$ cat config.mk
export PLATFORM = sky130hd
export DESIGN_NAME = onehot_decoder_seq
export DESIGN_NICKNAME = d
export VERILOG_FILES = /design/src/rtl/decoder_pkg.sv /design/src/rtl/dwell_counter.sv /design/src/rtl/onehot_decoder_seq.sv
export SDC_FILE = /design/constraint.sdc
export NUM_CORES = 1
export LEC_CHECK = 0
export CORE_MARGIN = 5
export CORE_UTILIZATION = 37
export DETAILED_ROUTE_END_ITERATION = 8
export GPL_ROUTABILITY_DRIVEN = 0
export GPL_TIMING_DRIVEN = 0
export SKIP_LAST_GASP = 1
export SYNTH_ARGS = -nofsm -noshare
export SYNTH_HDL_FRONTEND = slang
export SYNTH_SLANG_ARGS = --single-unit
$ cat constraint.sdc
create_clock -name clk -period 3.4 [get_ports clk]
set_clock_uncertainty 0.2 [all_clocks]
set_input_delay 0.68 -clock clk [delete_from_list [all_inputs] [get_ports clk]]
set_output_delay 0.68 -clock clk [all_outputs]
set_load 0.01 [all_outputs]
$ cat src/rtl/decoder_pkg.sv
// decoder_pkg: shared state encoding, mode constants and one-hot helper for onehot_decoder_seq
package decoder_pkg;
  typedef enum logic [1:0] {IDLE, HOLD, SCAN} state_t;
  localparam logic MODE_DIRECT = 1'b0;
  localparam logic MODE_SCAN = 1'b1;
  localparam int MAX_OUT_W = 32;
  function automatic logic [MAX_OUT_W-1:0] onehot(input logic [4:0] sel);
    return MAX_OUT_W'(1) << sel;
  endfunction
endpackage

$ cat src/rtl/dwell_counter.sv
// dwell_counter: loadable down-counter with decrement enable and zero flag
module dwell_counter #(
  parameter int W = 4
) (
  input  logic         clk,
  input  logic         rst,
  input  logic         load,
  input  logic         dec,
  input  logic [W-1:0] load_val,
  output logic [W-1:0] cnt,
  output logic         zero
);
  always_ff @(posedge clk or posedge rst)
    if (rst) cnt <= '0;
    else if (load) cnt <= load_val;
    else if (dec) cnt <= cnt - W'(1);
  assign zero = cnt == '0;
endmodule

$ cat src/rtl/onehot_decoder_seq.sv
// onehot_decoder_seq: registered binary-to-one-hot decoder with handshake, hold and rotating scan
module onehot_decoder_seq
  import decoder_pkg::*;
#(
  parameter int SEL_W = 2,
  parameter int DWELL_W = 4
) (
  input  logic                  clk,
  input  logic                  rst,
  input  logic                  en,
  input  logic                  mode,
  input  logic                  in_valid,
  output logic                  in_ready,
  input  logic [SEL_W-1:0]      sel,
  input  logic [DWELL_W-1:0]    dwell,
  output logic [2**SEL_W-1:0]   y,
  output logic                  y_valid,
  output logic [SEL_W-1:0]      idx
);
  localparam int OUT_W = 2**SEL_W;
  state_t state, state_n;
  logic [OUT_W-1:0] y_n;
  logic [SEL_W-1:0] idx_n, pos, pos_n;
  logic [DWELL_W-1:0] dwell_r, dwell_n, cnt;
  logic hs, load, dec, zero;
  assign in_ready = en && (state != SCAN);
  assign hs = in_valid && in_ready;
  assign y_valid = |y;
  dwell_counter #(.W(DWELL_W)) u_dwell (
    .clk(clk), .rst(rst), .load(load), .dec(dec),
    .load_val(hs ? dwell : dwell_r), .cnt(cnt), .zero(zero)
  );
  always_comb begin
    state_n = state;
    y_n = y;
    idx_n = idx;
    pos_n = pos;
    dwell_n = dwell_r;
    load = 1'b0;
    dec = 1'b0;
    if (!en) begin
      state_n = IDLE;
      y_n = '0;
      idx_n = '0;
    end else if (hs) begin
      y_n = OUT_W'(onehot(5'(sel)));
      idx_n = sel;
      state_n = (mode == MODE_SCAN) ? SCAN : HOLD;
      if (mode == MODE_SCAN) begin
        load = 1'b1;
        dwell_n = dwell;
        pos_n = '0;
      end
    end else if (state == SCAN) begin
      if (!zero) dec = 1'b1;
      else if (pos == '1) begin
        state_n = IDLE;
        y_n = '0;
        idx_n = '0;
      end else begin
        // rotate-left keeps y one-hot and idx tracks it with natural wrap
        y_n = {y[OUT_W-2:0], y[OUT_W-1]};
        idx_n = idx + SEL_W'(1);
        pos_n = pos + SEL_W'(1);
        load = 1'b1;
      end
    end
  end
  always_ff @(posedge clk or posedge rst)
    if (rst) begin
      state <= IDLE;
      y <= '0;
      idx <= '0;
      pos <= '0;
      dwell_r <= '0;
    end else begin
      state <= state_n;
      y <= y_n;
      idx <= idx_n;
      pos <= pos_n;
      dwell_r <= dwell_n;
    end
endmodule

==> impl_metrics.env <==
export IMPL_status="finished, final reports clean"
export IMPL_ys_types=31
export IMPL_synthCells=86
export IMPL_fin_cells=137
export IMPL_hpwl_mm=1.46
export IMPL_htreeDepth=1
export IMPL_yosysMostFrequentCell="dfrtp_1"
export IMPL_syn_nets=99
export IMPL_ys_seq_area_share_pct=46.5
export IMPL_fin_crit_ns=2.85
export IMPL_drt_iter0_drc=45
export IMPL_cp_end_kind="output port"
export IMPL_utilization_pct=48.3
export IMPL_synthDominantCellAreaShare_pct=46.5
export IMPL_fin_crit_sh_pct=83.7
export IMPL_cts_sinks=18
export IMPL_place_area_um2=1190
export IMPL_slew_headroom_pct=52.7
export IMPL_io_buffers=18
export IMPL_syn_cell_area_um2=968
export IMPL_tritoncts="done"
export IMPL_core_area_um2=2500
export IMPL_finalSetupTns_ns=0
export IMPL_cp_cell_sequence="clkdlybuf4s50_1, and2_1, clkdlybuf4s50_1"
export IMPL_ys_warn_count=0
export IMPL_slew_violations=0
export IMPL_avgViaCountPerCell=5.25
export IMPL_antenna_left=0
export IMPL_cts_buffers=3
export IMPL_dp_cells=134
export IMPL_drive_above_1_share_pct=17.8
export IMPL_postCtsSetupBuffers=0
export IMPL_drt_total_wl_mm=1.86
export IMPL_hold_viol=0
export IMPL_grt_total_usage_pct=12.1
export IMPL_synth_top_cells_by_count="18 x dfrtp_1, 9 x mux2i_1, 6 x nand2_1, 6 x nor2_1"
export IMPL_dieWidth_um=61.2
export IMPL_firstDrtPassIters=5
export IMPL_crit_top_cell="clkdlybuf4s50_1"
export IMPL_synthSimpleGateAreaFrac_pct=17.1
export IMPL_ir_worst_vdd_uv=262
export IMPL_cts_resized=0
export IMPL_ys_top_cells_by_area="dfrtp_1 47%, mux2i_1 9.3%, mux2_2 5.8%"
export IMPL_synth_async_reset_ratio_pct=100
export IMPL_grt_setup_unrepaired="no"
export IMPL_synth_xor_area_share_pct=2.71
export IMPL_total_leakage_power_nw=0.509
export IMPL_clk_latency_ns=0.28
export IMPL_worst_hold_slack_ns=0.309
export IMPL_worst_setup_path_type="in2out"
export IMPL_start_util_pct=38.7
export IMPL_tightest_slew_ns=0.708
export IMPL_grt_pass1_vias=702
export IMPL_critPathArrivalTime_ns=1.97
export IMPL_dp_slack_ns=0.549
export IMPL_num_rows=18
export IMPL_yosys_most_used_dff="dfrtp_1"
export IMPL_worst_path_max_fanout=8
export IMPL_syn_avg_cell_area_um2=11.3
export IMPL_num_antenna_cells=0
export IMPL_fin_nets=122
export IMPL_die_y_um=61.2
export IMPL_clk_pin_slew_ns=0.09
export IMPL_synthAdderAreaFrac_pct=2.58
export IMPL_clock_path_buffers=2
export IMPL_grt_max_degree=19
export IMPL_total_power_uw=563
export IMPL_areaGrowthSynthToFinish_pct=24.8
export IMPL_slowest_delay_ns=0.60
export IMPL_dr_total_vias=719
export IMPL_synth_edf_count=0
export IMPL_grt_overflow_total=0
export IMPL_fin_area_um2=1210
export IMPL_clock_root_buffer="clkbuf_4"
export IMPL_synth_top_family_by_area="simple AND/OR/NAND/NOR gates"
export IMPL_synthMuxAreaShare_pct=15.1
export IMPL_synth_compound_area_share_pct=12.4
export IMPL_maxCapViolations=0
export IMPL_setup_ws_ns=0.553
export IMPL_power_density_nw_per_um2=466
export IMPL_required_ns=2.52
export IMPL_drc=0
export IMPL_fmax_mhz=351
export IMPL_ys_ff_latch=18
export IMPL_post_drt_wl_per_cell_um=13.6
export IMPL_die_area_um2=3740
export IMPL_boundaryPins=19
export IMPL_antenna_found_initial=0
export IMPL_synth_top_cell_by_area="dfrtp_1"
export IMPL_grt_pass1_wl_mm=3.32
export IMPL_cp_start_kind="input pin"
export IMPL_setup_violations=0
export IMPL_min_path_type="reg2reg"
export IMPL_cts_hold_buf=0
export IMPL_crit_slowest_cell="clkdlybuf4s50_1"
power breakdown:
part	switching, mW	leakage (nW)	internal [mW]	total, mW
sequential	0.0318	0.231	0.257	0.289
clock	0.0603	0.0138	0.0412	0.101
combinational	0.0740	0.265	0.0985	0.172
sequential cells by signal (all words and copies together), names as in the netlist:
signal	flops
dwell_r	4
idx	2
pos	2
state	2
u_dwell.cnt	4
y	4
worst max-delay path, delay by kind of cell:
family                 cells  cell delay, ns
buffers and inverters      2            1.13
and+or+nand+nor            1            0.16
routing by layer:
metal	part of all wire [%]	wire, um	vias to the layer above	track usage (%)
li1	-	-	362	-
met1	47	874	339	16.4
met2	47	864	18	18.4
met3	6.5	120	0	4.61
met4	0	0	0	2.79
met5	0	0	-	0
kinds of logic after synthesis:
| kind of cell | after synthesis |
|---|---|
| DFF | 18 |
| AOI/OAI and AO/OA | 14 |
| xor gates and xnor gates | 3 |
| buffers and inverters | 7 |
| and+or+nand+nor | 28 |
| adders and majority gates | 2 |
| muxes | 14 |
final timing paths:
| path | startpoint | end | slack, ns | depth (start not counted) |
|---|---|---|---|---|
| max | en | in_ready | 0.55 | 3 |
| min | dwell_r[3] | dwell_r[3] | 0.31 | 1 |
| max reg2reg | u_dwell.cnt[0] | u_dwell.cnt[2] | 1.28 | 7 |
| min reg2reg | dwell_r[3] | dwell_r[3] | 0.31 | 1 |
| max in group asynchronous | rst | state[1] | 1.96 | 2 |
| min in group asynchronous | rst | pos[0] | 0.60 | 2 |
layout by cell type (no fill, tap or decap), types with 4 or more instances in the layout:
master           netlist  final
clkdlybuf4s50_1        0     18
dfrtp_1               18     18
a221o_2                4      4
nor2_1                 6      6
mux2_2                 5      5
inv_1                  5      5
mux2i_1                9      9
nand2_1                6      6
layout make-up:
type                            instances  area [um2]
Buffer                                  2        16.3
Sequential cell                        18         450
Multi-Input combinational cell         61         483
Inverter                                5        18.8
Tap cell                               30        37.5
Fill cell                             218        1290
Clock buffer                            3        22.5
Timing Repair Buffer                   18         180
Note: power is estimated with default switching activity, not from simulation.
